$ cat src/rtl/i2s_tx_bridge_if.sv
// Write-side port of the I2S transmit bridge: producer pushes stereo
// sample pairs, bridge reports back-pressure and FIFO fill level.
interface i2s_tx_bridge_if #(
  parameter int DATA_W     = 16,
  parameter int FIFO_DEPTH = 8
);
  localparam int LVL_W = $clog2(FIFO_DEPTH) + 1;

  logic [DATA_W-1:0] l_data;
  logic [DATA_W-1:0] r_data;
  logic              mono;
  logic              wr_valid;
  logic              wr_ready;
  logic [LVL_W-1:0]  level;

  modport master (
    output l_data, r_data, mono, wr_valid,
    input  wr_ready, level
  );

  modport slave (
    input  l_data, r_data, mono, wr_valid,
    output wr_ready, level
  );
endinterface

$ cat src/rtl/i2s_tx_bridge.sv
// Stereo I2S transmitter with a frame FIFO on the system side.
// m_clk, s_clk and LR_clk are divided down from clk; the serialiser runs
// continuously and sends zero frames (flagging underrun) when starved.
module i2s_tx_bridge #(
  parameter int DATA_W     = 16,
  parameter int SLOT_W     = 32,
  parameter int FIFO_DEPTH = 8,
  parameter int MCLK_HALF  = 2,
  parameter int SCLK_HALF  = 8
) (
  input  logic              clk,
  input  logic              rst,
  i2s_tx_bridge_if.slave    wr,
  output logic              m_clk,
  output logic              s_clk,
  output logic              LR_clk,
  output logic              data_out,
  output logic              DONE,
  output logic              underrun
);
  localparam int LVL_W   = $clog2(FIFO_DEPTH) + 1;
  localparam int PTR_W   = $clog2(FIFO_DEPTH);
  localparam int FRAME_W = 2 * SLOT_W;
  localparam int POS_W   = $clog2(FRAME_W);
  localparam int MC_W    = (MCLK_HALF > 1) ? $clog2(MCLK_HALF) : 1;
  localparam int SC_W    = (SCLK_HALF > 1) ? $clog2(SCLK_HALF) : 1;
  localparam int PAD     = SLOT_W - DATA_W;

  logic [2*DATA_W-1:0] mem [FIFO_DEPTH];
  logic [PTR_W-1:0]    wr_ptr;
  logic [PTR_W-1:0]    rd_ptr;
  logic [LVL_W-1:0]    level_q;
  logic [MC_W-1:0]     m_cnt;
  logic [SC_W-1:0]     s_cnt;
  logic [POS_W-1:0]    pos;
  logic [POS_W-1:0]    pos_next;
  logic [FRAME_W-1:0]  shreg;
  logic [FRAME_W-1:0]  new_frame;
  logic [2*DATA_W-1:0] head;
  logic [SLOT_W-1:0]   l_slot;
  logic [SLOT_W-1:0]   r_slot;
  logic                fall_evt;
  logic                frame_start;
  logic                push;
  logic                pop;

  // Back-pressure comes only from the registered level, so a pop in the
  // same cycle never frees a slot for a simultaneous push.
  assign wr.wr_ready = (level_q != LVL_W'(FIFO_DEPTH));
  assign wr.level    = level_q;
  assign push        = wr.wr_valid && wr.wr_ready;

  // Frame-position and FIFO-head decode shared by the serialiser and FIFO.
  always_comb begin
    fall_evt    = s_clk && (s_cnt == SC_W'(SCLK_HALF - 1));
    pos_next    = (pos == POS_W'(FRAME_W - 1)) ? '0 : pos + POS_W'(1);
    frame_start = fall_evt && (pos_next == '0);
    pop         = frame_start && (level_q != '0);
    head        = mem[rd_ptr];
    l_slot      = SLOT_W'(head[2*DATA_W-1:DATA_W]) << PAD;
    r_slot      = SLOT_W'(head[DATA_W-1:0]) << PAD;
    new_frame   = pop ? {l_slot, r_slot} : '0;
  end

  // Free-running master clock divider.
  always_ff @(posedge clk) begin
    if (rst) begin
      m_cnt <= '0;
      m_clk <= 1'b0;
    end else if (m_cnt == MC_W'(MCLK_HALF - 1)) begin
      m_cnt <= '0;
      m_clk <= ~m_clk;
    end else begin
      m_cnt <= m_cnt + MC_W'(1);
    end
  end

  // Bit clock divider; its falling toggles pace the whole serialiser.
  always_ff @(posedge clk) begin
    if (rst) begin
      s_cnt <= '0;
      s_clk <= 1'b0;
    end else if (s_cnt == SC_W'(SCLK_HALF - 1)) begin
      s_cnt <= '0;
      s_clk <= ~s_clk;
    end else begin
      s_cnt <= s_cnt + SC_W'(1);
    end
  end

  // Serialiser: the MSB of the shift register goes out on each fall, so the
  // previous frame's LSB lands on p=0 and gives the I2S one-bit delay.
  always_ff @(posedge clk) begin
    if (rst) begin
      pos      <= POS_W'(FRAME_W - 1);
      LR_clk   <= 1'b1;
      data_out <= 1'b0;
      shreg    <= '0;
      DONE     <= 1'b0;
      underrun <= 1'b0;
    end else begin
      DONE     <= 1'b0;
      underrun <= 1'b0;
      if (fall_evt) begin
        pos      <= pos_next;
        LR_clk   <= (pos_next >= POS_W'(SLOT_W));
        data_out <= shreg[FRAME_W-1];
        if (frame_start) begin
          shreg    <= new_frame;
          DONE     <= pop;
          underrun <= !pop;
        end else begin
          shreg <= {shreg[FRAME_W-2:0], 1'b0};
        end
      end
    end
  end

  // Frame FIFO with occupancy counter; mono duplicates the left sample.
  always_ff @(posedge clk) begin
    if (rst) begin
      wr_ptr  <= '0;
      rd_ptr  <= '0;
      level_q <= '0;
      for (int i = 0; i < FIFO_DEPTH; i++) begin
        mem[i] <= '0;
      end
    end else begin
      if (push) begin
        mem[wr_ptr] <= {wr.l_data, wr.mono ? wr.l_data : wr.r_data};
        wr_ptr      <= wr_ptr + PTR_W'(1);
      end
      if (pop) begin
        rd_ptr <= rd_ptr + PTR_W'(1);
      end
      case ({push, pop})
        2'b10:   level_q <= level_q + LVL_W'(1);
        2'b01:   level_q <= level_q - LVL_W'(1);
        default: level_q <= level_q;
      endcase
    end
  end
endmodule

$ cat src/flat_wrapper.sv
// flat-port wrapper written by rule: the top's interface ports become plain ports
module i2s_tx_bridge_flat 
#(
  parameter int DATA_W     = 16,
  parameter int SLOT_W     = 32,
  parameter int FIFO_DEPTH = 8,
  parameter int MCLK_HALF  = 2,
  parameter int SCLK_HALF  = 8
)
  (clk, rst, m_clk, s_clk, LR_clk, data_out, DONE, underrun, wr_l_data, wr_r_data, wr_mono, wr_wr_valid, wr_wr_ready, wr_level);
  i2s_tx_bridge_if #(.DATA_W(DATA_W), .FIFO_DEPTH(FIFO_DEPTH)) wr_i ();
  input  logic clk;
  input  logic rst;
  output logic m_clk;
  output logic s_clk;
  output logic LR_clk;
  output logic data_out;
  output logic DONE;
  output logic underrun;
  input wire logic [$bits(wr_i.l_data)-1:0] wr_l_data;
  input wire logic [$bits(wr_i.r_data)-1:0] wr_r_data;
  input wire logic [$bits(wr_i.mono)-1:0] wr_mono;
  input wire logic [$bits(wr_i.wr_valid)-1:0] wr_wr_valid;
  output wire logic [$bits(wr_i.wr_ready)-1:0] wr_wr_ready;
  output wire logic [$bits(wr_i.level)-1:0] wr_level;
  assign wr_i.l_data = wr_l_data;
  assign wr_i.r_data = wr_r_data;
  assign wr_i.mono = wr_mono;
  assign wr_i.wr_valid = wr_wr_valid;
  assign wr_wr_ready = wr_i.wr_ready;
  assign wr_level = wr_i.level;
  i2s_tx_bridge #(.DATA_W(DATA_W), .SLOT_W(SLOT_W), .FIFO_DEPTH(FIFO_DEPTH), .MCLK_HALF(MCLK_HALF), .SCLK_HALF(SCLK_HALF)) u_core (.clk(clk), .rst(rst), .wr(wr_i), .m_clk(m_clk), .s_clk(s_clk), .LR_clk(LR_clk), .data_out(data_out), .DONE(DONE), .underrun(underrun));
endmodule
$ cat config.mk
export PLATFORM = sky130hd
export DESIGN_NAME = i2s_tx_bridge_flat
export DESIGN_NICKNAME = d
export VERILOG_FILES = /design/src/rtl/i2s_tx_bridge_if.sv /design/src/rtl/i2s_tx_bridge.sv /design/src/flat_wrapper.sv
export SDC_FILE = /design/constraint.sdc
export NUM_CORES = 1
export LEC_CHECK = 0
export ABC_CLOCK_PERIOD_IN_PS = 4200
export CELL_PAD_IN_SITES_DETAIL_PLACEMENT = 1
export CELL_PAD_IN_SITES_GLOBAL_PLACEMENT = 2
export CORE_UTILIZATION = 48
export DETAILED_ROUTE_END_ITERATION = 6
export GPL_ROUTABILITY_DRIVEN = 0
export PLACE_DENSITY = 0.84
export SLEW_MARGIN = 20
export SYNTH_ARGS = -nofsm -noshare
export SYNTH_HDL_FRONTEND = slang
export SYNTH_SLANG_ARGS = --single-unit
export TNS_END_PERCENT = 20
$ cat constraint.sdc
create_clock -name clk -period 4.2 [get_ports clk]
set_input_delay 1.26 -clock clk [delete_from_list [all_inputs] [get_ports clk]]
set_output_delay 1.26 -clock clk [all_outputs]
set_load 0.1 [all_outputs]
==> results of run 1 <==
synth_stat cells, types with 15 or more instances:
cell	instances	area, µm²
mux4_2	64	1440
a2bb2oi_1	28	245
buf_2	19	95.1
nor2_1	173	649
a21oi_1	25	125
edfxtp_1	256	7690
clkbuf_1	42	158
and3_1	99	619
a211oi_1	28	210
and2_1	33	206
nand2b_1	15	93.8
nand3_1	18	90.1
nand2_1	34	128
mux2i_1	47	470
dfxtp_1	77	1540
state kept, by name, summed over array words and instances, names as in the netlist, named ones only:
name             count
u_core.m_clk         1
u_core.data_out      1
u_core.DONE          1
u_core.LR_clk        1
u_core.m_cnt         1
u_core.shreg        48
u_core.underrun      1
u_core.wr_ptr        3
u_core.rd_ptr        3
u_core.mem         256
u_core.wr.level      4
u_core.s_clk         1
u_core.pos           6
u_core.s_cnt         3
logic make-up (layout without fill, tap and decap cells):
logic type | Yosys count | count (layout)
xor+xnor | 12 | 12
other cells | 0 | 1
mux | 114 | 114
fa+ha+maj | 9 | 9
flops | 333 | 333
simple gates | 401 | 401
compound gates | 100 | 100
buf+inv | 85 | 157
power by group through the flow:
| stage | Clock, W | Sequential (W) | Combinational, W |
|---|---|---|---|
| finish | 0.00319 | 0.00372 | 0.000480 |
| global route | 0.00337 | 0.00373 | 0.000507 |
| CTS | 0.00325 | 0.00372 | 0.000481 |
| detailed placement | 0 | 0.00379 | 0.000478 |
| global placement | 0 | 0.00378 | 0.000466 |
| floorplan | 0 | 0.00379 | 0.000233 |
path summary, 6_finish.rpt:
path | slack (ps) | to
max | 630 | u_core.wr.level[2]$_SDFFE_PP0P_
min | 430 | u_core.s_cnt[0]$_SDFF_PP0_
max reg2reg | 630 | u_core.wr.level[2]$_SDFFE_PP0P_
min reg2reg | 430 | u_core.s_cnt[0]$_SDFF_PP0_
layer usage:
metal  up-vias  track usage (%)  wire, µm
met3        67             5.51      2690
met2       308             41.3     18600
met1      4756             33.9     15900
li1       4046                -         -
met5         -                0        22
met4         4             7.69       818
worst max-delay path: cells and delay by family (launching register included):
family	cells	cell delay [ps]
buffers and inverters	1	160
adder cells (fa/ha/maj)	3	820
AND/OR/NAND/NOR	1	310
XOR/XNOR	2	260
AO/OA/AOI/OAI	5	1420
flip-flops	1	490
cell type report:
class	count	area, µm²	share of cell area [%]
well taps	390	488	2.91
diodes	1	2.50	0.0149
clock buffers	43	991	5.90
multi-input cells	636	4990	29.8
flip-flops and latches	333	9240	55.0
repair buffers	88	868	5.17
clock inverters	24	200	1.19
inverters	2	7.51	0.0447
metrics by stage:
| stage | instances | util, % | power [W] |
|---|---|---|---|
| final | 1517 | 56.3 | 0.00739 |
| after global routing | 1516 | 56.3 | 0.00761 |
| after CTS | 1516 | 56.3 | 0.00745 |
| after detailed placement | 1449 | 52.3 | 0.00427 |
| after global placement | 1449 | 52.3 | 0.00424 |
| after floorplan | 1054 | - | 0.00402 |
==> run_results.csv, run 1 <==
group,metric,value,unit
detailed_routing,wl_per_cell,25.1,µm
run,cap_viol_max_count,0,
cells_and_area,postLayoutCellArea,16800,µm²
global_routing,grt_pass1_wl,57800,µm
sta,hold_violations,0,
cells_and_area,layout_common_cells,"edfxtp_1, nor2_1, and3_1",
detailed_routing,drt_wl_total,38100,µm
cells_and_area,area_growth,14.9,%
power_and_ir_drop,p_leak,6.16,nW
synthesis,syn_area_per_cell,13.9,µm²
synthesis,seq_area_frac_synth,63.2,%
detailed_routing,via_per_inst,6.05,
synthesis,yosysUniqueCellTypes,51,
synthesis,yosys_warnings,0,
clock_tree,clk_pin_slew,60,ps
worst_setup_path,cp_cell_sequence,"ha_1 > a311o_1 > a21oi_1 > o21ai_4 > inv_1 > ha_1 > xor2_1 > ha_1 > a21oi_1 > xor2_1 > or3_1 > a21oi_1",
cells_and_area,nets,1143,
clock_tree,cts_resized,0,
clock_tree,cts_buffer_depth,3,
die,dieWidth,176,µm
sta,skew,18.6,ps
synthesis,syn_inst,1054,
clock_tree,insertion_delay,530,ps
synthesis,synth_adder_area_share,0.771,%
clock_tree,cts_hold_buf,0,
power_and_ir_drop,p_switching,0.00168,W
worst_setup_path,crit_start,"u_core.pos[0]$_SDFFE_PP1N_",
cells_and_area,drive_gt1_share,17.8,%
sta,post-route-period-util,85.0,%
worst_setup_path,required,4640,ps
sta,whs,429,ps
placement,port_buffers,46,
clock_tree,root_buffer,"clkbuf_16",
sta,min_period,3570,ps
sta,fin_setup_tns,0,ps
placement,placed_cell_area,15600,µm²
sta,finalSetupViolations,0,
worst_hold_path,hp-class,"reg -> reg",
power_and_ir_drop,p_per_area,440,nW/µm²
die,die_h,176,µm
synthesis,muxShareOfSynthArea,13.3,%
sta,rsz0062_at_grt,"no",
synthesis,syn_area,14600,µm²
synthesis,synth_xor_area_share,0.719,%
die,io_pins,47,
clock_tree,cts_inserted_buffers,37,
synthesis,synth-seq-cells,333,
sta,maxSlewViolCount,0,
global_routing,grt.overflow.total,0,
detailed_routing,drt_iter0_drc,716,
power_and_ir_drop,p_comb_share,6.5,%
clock_tree,h-tree-depth,2,
sta,setup_slack,628,ps
global_routing,grt_max_degree,64,
clock_tree,cts_tree,"yes",
power_and_ir_drop,clkPwrFrac,43.2,%
sta,relSlewSlack,32.3,%
worst_setup_path,worst-setup-path-type,"reg -> reg",
cells_and_area,fillCellCount,2865,
die,core_area,29800,µm²
worst_setup_path,timing.rr.start,"u_core.pos[0]$_SDFFE_PP1N_",
worst_setup_path,crit_slowest_cell,"o21ai_4",
global_routing,grt_util_all_layers,25.3,%
worst_hold_path,min_from,"u_core.s_cnt[0]$_SDFF_PP0_",
power_and_ir_drop,vdd_drop_max,269,µV
detailed_routing,ant_nets,0,
sta,timing.fmax,280,MHz
global_routing,antenna_found_initial,3,
placement,dp_slack,495,ps
power_and_ir_drop,p_int,0.00572,W
global_routing,first_global_vias,9570,
worst_hold_path,holdPathStages,1,
die,start_util,49.0,%
worst_setup_path,reg2reg_depth,12,
worst_setup_path,max_stage_delay,810,ps
worst_setup_path,worstPathArrival,4010,ps
synthesis,synth_edf_count,256,
synthesis,synth_compound_area_share,4.98,%
synthesis,synth_nets,1099,
synthesis,synthArstFlopShare,0,%
clock_tree,post_cts_buffers,0,
power_and_ir_drop,seq_power_share,50.3,%
synthesis,ys_dominant_reg_cell,"edfxtp_1",
sta,tightest_slew,1010,ps
detailed_routing,firstDrtPassIters,5,
cells_and_area,mostFrequentLayoutCell,"edfxtp_1",
detailed_routing,drc,0,
die,dieArea,31100,µm²
outcome,status,"completed",
worst_setup_path,worst-path-max-fanout,34,
placement,place.detailed.hpwl,23700,µm
synthesis,synth_top_family_by_area,"simple AND/OR/NAND/NOR gates",
worst_setup_path,crit_path_end_kind,"flop",
synthesis,synth-simple-area-share,14.1,%
worst_setup_path,start_kind,"flop",
power_and_ir_drop,power_switching_share,22.7,%
die,rows,63,
detailed_routing,num_vias,9181,
clock_tree,cts.sinks,333,
No activity file was read; power rests on OpenSTA's default activity.
==> run 2, diff against run 1 <==
--- a/config.mk
+++ b/config.mk
@@ -8,6 +8,7 @@
 export ABC_CLOCK_PERIOD_IN_PS = 4200
 export CELL_PAD_IN_SITES_DETAIL_PLACEMENT = 1
 export CELL_PAD_IN_SITES_GLOBAL_PLACEMENT = 2
+export CORE_MARGIN = 10
 export CORE_UTILIZATION = 48
 export DETAILED_ROUTE_END_ITERATION = 6
 export GPL_ROUTABILITY_DRIVEN = 0
==> run 2 against run 1 <==
Effect of this change: critical endpoint unchanged; sequential share of layout area grew 0.19 points; largest cell class unchanged; combinational power is essentially flat; worst hold slack lost 3.1 ps; non-clock buffer count is the same; clock power shrank 4%; sequential power is essentially flat; total power shrank 2.0%; largest power group unchanged; first-iteration DRC count grew 8.9%.
==> run_results.csv, run 2 (same netlist as run 1, synthesis figures left out) <==
group,metric,value,unit
worst_setup_path,rrSetupSlack,650,ps
clock_tree,cts_buffer_depth,3,
sta,finalSetupViolations,0,
clock_tree,insertion_delay,530,ps
worst_hold_path,hp-class,"reg -> reg",
sta,min_period,3550,ps
cells_and_area,fin_cells,1514,
power_and_ir_drop,seq_power_share,51.3,%
worst_setup_path,worstPathArrival,3990,ps
sta,fin_setup_tns,0,ps
die,io_pins,47,
clock_tree,h-tree-depth,2,
detailed_routing,firstDrtPassIters,5,
die,dieWidth,194,µm
cells_and_area,nets,1143,
cells_and_area,final_core_util,56.1,%
sta,hold_violations,0,
placement,port_buffers,46,
clock_tree,cts_hold_buf,0,
global_routing,grt.overflow.total,0,
worst_setup_path,start_kind,"flop",
detailed_routing,drc,0,
power_and_ir_drop,p_leak,6.13,nW
cells_and_area,area_growth,14.5,%
global_routing,first_global_vias,9470,
clock_tree,clk_pin_slew,50,ps
cells_and_area,top_register,"u_core.mem",
global_routing,antenna_found_initial,0,
power_and_ir_drop,power_switching_share,23.0,%
detailed_routing,ant_nets,0,
run,cap_viol_max_count,0,
die,dieArea,37800,µm²
power_and_ir_drop,p_switching,0.00167,W
cells_and_area,layout_common_cells,"edfxtp_1, nor2_1, and3_1",
worst_setup_path,worst-setup-path-type,"reg -> reg",
power_and_ir_drop,p_int,0.00557,W
clock_tree,cts_tree,"yes",
die,rows,63,
cells_and_area,fillCellCount,2840,
sta,tightest_slew,1030,ps
cells_and_area,largest_reg_flops,256,
die,die_h,194,µm
sta,rsz0062_at_grt,"no",
placement,place.detailed.hpwl,23900,µm
global_routing,grt_util_all_layers,19.7,%
global_routing,grt_pass1_wl,58700,µm
placement,dp.cells,1449,
sta,relSlewSlack,31.2,%
cells_and_area,drive_gt1_share,17.0,%
detailed_routing,via_per_inst,5.98,
cells_and_area,mostFrequentLayoutCell,"edfxtp_1",
detailed_routing,wl_per_cell,25.0,µm
worst_setup_path,worst-path-max-fanout,34,
outcome,status,"completed",
power_and_ir_drop,p_per_area,433,nW/µm²
power_and_ir_drop,clkPwrFrac,42.1,%
detailed_routing,drt_wl_total,37900,µm
global_routing,grt_max_degree,76,
detailed_routing,num_vias,9056,
clock_tree,root_buffer,"clkbuf_16",
clock_tree,cts_inserted_buffers,37,
sta,skew,28.9,ps
clock_tree,cts_resized,0,
detailed_routing,drt_iter0_drc,780,
clock_tree,post_cts_buffers,0,
sta,timing.fmax,282,MHz
die,core_area,29800,µm²
worst_setup_path,crit_path_end_kind,"flop",
cells_and_area,n_antenna_cell,0,
power_and_ir_drop,vdd_drop_max,437,µV
sta,post-route-period-util,84.6,%
clock_tree,cts.sinks,333,
die,start_util,49.0,%
power_and_ir_drop,p_comb_share,6.6,%
worst_setup_path,required,4630,ps
sta,maxSlewViolCount,0,
cells_and_area,reg_top3,"u_core.mem: 256 flops, u_core.shreg: 48 flops, u_core.pos: 6 flops",
## run 2: changes by cell type in the layout (fill, tap and decap cells not counted)
| cell | delta |
|---|---|
| clkbuf_1 | +7 |
| clkinv_2 | -7 |
| clkdlybuf4s50_1 | -3 |
| clkinv_1 | +3 |
| buf_12 | +2 |
| bufinv_16 | -2 |
| clkinvlp_2 | -2 |
| buf_4 | +1 |
| clkbuf_16 | -1 |
| clkinv_4 | -1 |
| clkinv_8 | +1 |
| clkinvlp_4 | -1 |
| diode_2 | -1 |
| inv_16 | +1 |
## run 2: worst paths after layout
path         cells after the start                               to                       start
max                             12  u_core.wr.level[2]$_SDFFE_PP0P_  u_core.pos[0]$_SDFFE_PP1N_
min                              1       u_core.s_cnt[0]$_SDFF_PP0_  u_core.s_cnt[0]$_SDFF_PP0_
min reg2reg                      1       u_core.s_cnt[0]$_SDFF_PP0_  u_core.s_cnt[0]$_SDFF_PP0_
max reg2reg                     12  u_core.wr.level[2]$_SDFFE_PP0P_  u_core.pos[0]$_SDFFE_PP1N_
## run 2: metal layers
layer / wire length (µm) / track usage (%)
met5: 0 / 0
met4: 919 / 5.65
met3: 2350 / 3.61
met2: 18100 / 31.7
met1: 16500 / 26.8
## run 2: final cells by class
class	count	area, µm²	area share (%)
clock buffer	49	992	5.93
clock inverter	16	126	0.755
inverter	2	7.51	0.0449
multi-input combinational	636	4990	29.9
sequential	333	9240	55.2
tap	390	488	2.92
timing repair buffer	88	886	5.30
## run 2: stage by stage
| step | setup WS (ps) | hold WS, ps | instance area (µm²) | total power, W |
|---|---|---|---|---|
| after CTS | 648 | 426 | 16700 | 0.00730 |
| final | 648 | 426 | 16700 | 0.00724 |
| after detailed placement | 571 | 417 | 15600 | 0.00426 |
| after global routing | 360 | 441 | 16700 | 0.00747 |
| after global placement | 657 | 411 | 15600 | 0.00424 |
| after floorplan | 763 | 398 | 14600 | 0.00402 |
## run 2: power groups by stage
stage                     clock network (W)  registers, W  logic, W
after floorplan                           0       0.00379  0.000233
after detailed placement                  0       0.00379  0.000476
after global placement                    0       0.00378  0.000464
after CTS                           0.00310       0.00372  0.000480
final                               0.00305       0.00372  0.000477
after global routing                0.00323       0.00373  0.000509
## run 2: worst max-delay path, stage by stage, from the launching register on
cell and delay (ps):
dfxtp_1 480, ha_1 330, a311o_1 200, a21oi_1 100, o21ai_4 820, inv_1 160, ha_1 320, xor2_1 170
ha_1 190, a21oi_1 160, xor2_1 100, or3_1 300, a21oi_1 140
==> run 3, diff against run 2 <==
--- a/config.mk
+++ b/config.mk
@@ -5,14 +5,14 @@
 export SDC_FILE = /design/constraint.sdc
 export NUM_CORES = 1
 export LEC_CHECK = 0
-export ABC_CLOCK_PERIOD_IN_PS = 4200
+export ABC_CLOCK_PERIOD_IN_PS = 3400
 export CELL_PAD_IN_SITES_DETAIL_PLACEMENT = 1
 export CELL_PAD_IN_SITES_GLOBAL_PLACEMENT = 2
 export CORE_MARGIN = 10
-export CORE_UTILIZATION = 48
+export CORE_UTILIZATION = 44
 export DETAILED_ROUTE_END_ITERATION = 6
 export GPL_ROUTABILITY_DRIVEN = 0
-export PLACE_DENSITY = 0.84
+export PLACE_DENSITY = 0.78
 export SLEW_MARGIN = 20
 export SYNTH_ARGS = -nofsm -noshare
 export SYNTH_HDL_FRONTEND = slang
==> constraint.sdc (replaced) <==
create_clock -name clk -period 3.4 [get_ports clk]
set_input_delay 1.02 -clock clk [delete_from_list [all_inputs] [get_ports clk]]
set_output_delay 1.02 -clock clk [all_outputs]
set_load 0.1 [all_outputs]
==> run 3 against run 2 <==
Effect of this change: clock power rose by 21%; core utilization fell by 4.5 points; via count fell by 0.41%; clock-buffer cell count did not move; global-route usage fell by 1.5 points; fmax rose by 21%; sequential share of layout area fell by 0.39 points; clock skew fell by 8.6 ps; routed wire length fell by 0.21%.
==> run_results.csv, run 3 (same netlist as run 1, synthesis figures left out) <==
group,metric,value,unit
outcome,status,"completed",
detailed_routing,drc,0,
global_routing,first_global_vias,9463,
cells_and_area,layout_common_cells,"edfxtp_1, nor2_1, and3_1",
sta,timing.fmax,342,MHz
clock_tree,cts_hold_buf,0,
detailed_routing,firstDrtPassIters,5,
power_and_ir_drop,p_comb_share,6.6,%
power_and_ir_drop,p_int,0.00683,W
sta,post-route-period-util,86.0,%
worst_hold_path,holdPathStages,1,
clock_tree,root_buffer,"clkbuf_16",
cells_and_area,seqCellArea,9240,µm²
worst_setup_path,start_kind,"flop",
sta,rsz0062_at_grt,"no",
placement,place.detailed.hpwl,24000,µm
worst_setup_path,timing.rr.start,"u_core.pos[0]$_SDFFE_PP1N_",
sta,skew,20.4,ps
sta,min_period,2930,ps
cells_and_area,multiInputGateArea,4990,µm²
die,dieArea,40900,µm²
sta,maxSlewViolCount,0,
sta,fin_setup_tns,0,ps
power_and_ir_drop,p_leak,6.21,nW
worst_setup_path,worstPathArrival,3390,ps
cells_and_area,final_core_util,51.7,%
worst_hold_path,hp-class,"reg -> reg",
cells_and_area,drive_gt1_share,19.4,%
die,rows,66,
cells_and_area,top_register,"u_core.mem",
sta,relSlewSlack,43.1,%
cells_and_area,n_antenna_cell,0,
clock_tree,post_cts_buffers,0,
run,cap_viol_max_count,0,
cells_and_area,nets,1162,
detailed_routing,drt_iter0_drc,705,
cells_and_area,largest_reg_flops,256,
die,dieWidth,202,µm
power_and_ir_drop,clkPwrFrac,41.6,%
power_and_ir_drop,seq_power_share,51.7,%
global_routing,antenna_found_initial,1,
cells_and_area,area_growth,15.3,%
power_and_ir_drop,power_switching_share,23.0,%
global_routing,grt_max_degree,49,
global_routing,grt_pass1_wl,57600,µm
power_and_ir_drop,vdd_drop_max,412,µV
cells_and_area,mostFrequentLayoutCell,"edfxtp_1",
sta,tightest_slew,850,ps
worst_setup_path,crit_path_end_kind,"flop",
detailed_routing,ant_nets,0,
worst_setup_path,worst-path-max-fanout,9,
worst_setup_path,required,3860,ps
power_and_ir_drop,p_switching,0.00204,W
die,die_h,202,µm
worst_setup_path,worst-setup-path-type,"reg -> reg",
clock_tree,cts_resized,0,
global_routing,grt_util_all_layers,18.2,%
cells_and_area,fillCellCount,3198,
worst_setup_path,reg2reg_depth,12,
worst_hold_path,min_from,"u_core.s_cnt[0]$_SDFF_PP0_",
detailed_routing,wl_per_cell,23.9,µm
die,core_area,32600,µm²
detailed_routing,num_vias,9019,
clock_tree,cts_inserted_buffers,37,
clock_tree,clk_pin_slew,60,ps
clock_tree,cts.sinks,333,
power_and_ir_drop,p_per_area,526,nW/µm²
worst_setup_path,rr_endpoint,"u_core.wr.level[2]$_SDFFE_PP0P_",
clock_tree,cts_tree,"yes",
detailed_routing,via_per_inst,5.70,
sta,finalSetupViolations,0,
global_routing,grt.overflow.total,0,
clock_tree,insertion_delay,540,ps
die,io_pins,47,
cells_and_area,reg_top3,"u_core.mem: 256 flops, u_core.shreg: 48 flops, u_core.pos: 6 flops",
worst_hold_path,worstHoldEndpoint,"u_core.s_cnt[0]$_SDFF_PP0_",
clock_tree,cts_buffer_depth,3,
detailed_routing,drt_wl_total,37800,µm
sta,hold_violations,0,
placement,port_buffers,46,
clock_tree,h-tree-depth,2,
worst_setup_path,rrSetupSlack,470,ps
die,start_util,44.8,%
==> run 3: power groups by stage <==
| stage | combinational [W] | clock, W | sequential [W] |
|---|---|---|---|
| 2_1_floorplan | 0.000288 | 0 | 0.00468 |
| 3_3_place_gp | 0.000583 | 0 | 0.00466 |
| 3_5_place_dp | 0.000590 | 0 | 0.00468 |
| 4_1_cts | 0.000593 | 0.00377 | 0.00459 |
| 5_1_grt | 0.000628 | 0.00393 | 0.00460 |
| 6_report | 0.000588 | 0.00369 | 0.00459 |
==> run 3: how the worst max path moves through the flow <==
stage / start / to / slack [ps]
finish: u_core.pos[0]$_SDFFE_PP1N_ / u_core.wr.level[2]$_SDFFE_PP0P_ / 470
global route: u_core.pos[0]$_SDFFE_PP1N_ / u_core.wr.level[2]$_SDFFE_PP0P_ / 180
CTS: u_core.pos[0]$_SDFFE_PP1N_ / u_core.wr.level[2]$_SDFFE_PP0P_ / 480
detailed placement: wr_wr_valid / u_core.wr.level[2]$_SDFFE_PP0P_ / 270
global placement: wr_wr_valid / u_core.wr.level[2]$_SDFFE_PP0P_ / 310
floorplan: u_core.wr.level[1]$_SDFFE_PP0P_ / u_core.mem[6][0]$_SDFFCE_PN0P_ / 7
==> run 3: per-layer routing <==
layer	track usage [%]	routed length [µm]	vias up
li1	-	-	4084
met1	24.7	17000	4665
met2	30.0	18300	220
met3	2.99	1810	48
met4	4.45	632	2
met5	0	19	-
==> run 3: critical path: stages, from the launching register on <==
cell and delay, ps:
dfxtp_1 480, ha_1 330, xor2_1 120, nor4b_1 480, o21ai_4 100, inv_1 90
ha_1 240, xor2_1 170, ha_1 170, a21oi_1 50, xor2_1 160, or3_1 310
a21oi_1 140
==> run 3: area by class of cell <==
class                      instances  area share (%)
timing repair buffer             107            5.70
clock inverter                    14           0.564
multi-input combinational        636            29.6
tap                              442            3.28
inverter                           2          0.0446
clock buffer                      49            5.95
sequential                       333            54.8
==> run 3: metrics by stage <==
stage	power [W]	worst slack [ps]	hold WS (ps)	instance area, µm²	instances
2_1_floorplan	0.00497	6.53	398	14600	1054
3_3_place_gp	0.00525	306	409	15800	1520
3_5_place_dp	0.00527	269	417	15800	1520
4_1_cts	0.00895	478	428	16800	1583
5_1_grt	0.00916	180	447	16800	1583
6_report	0.00887	475	427	16800	1583
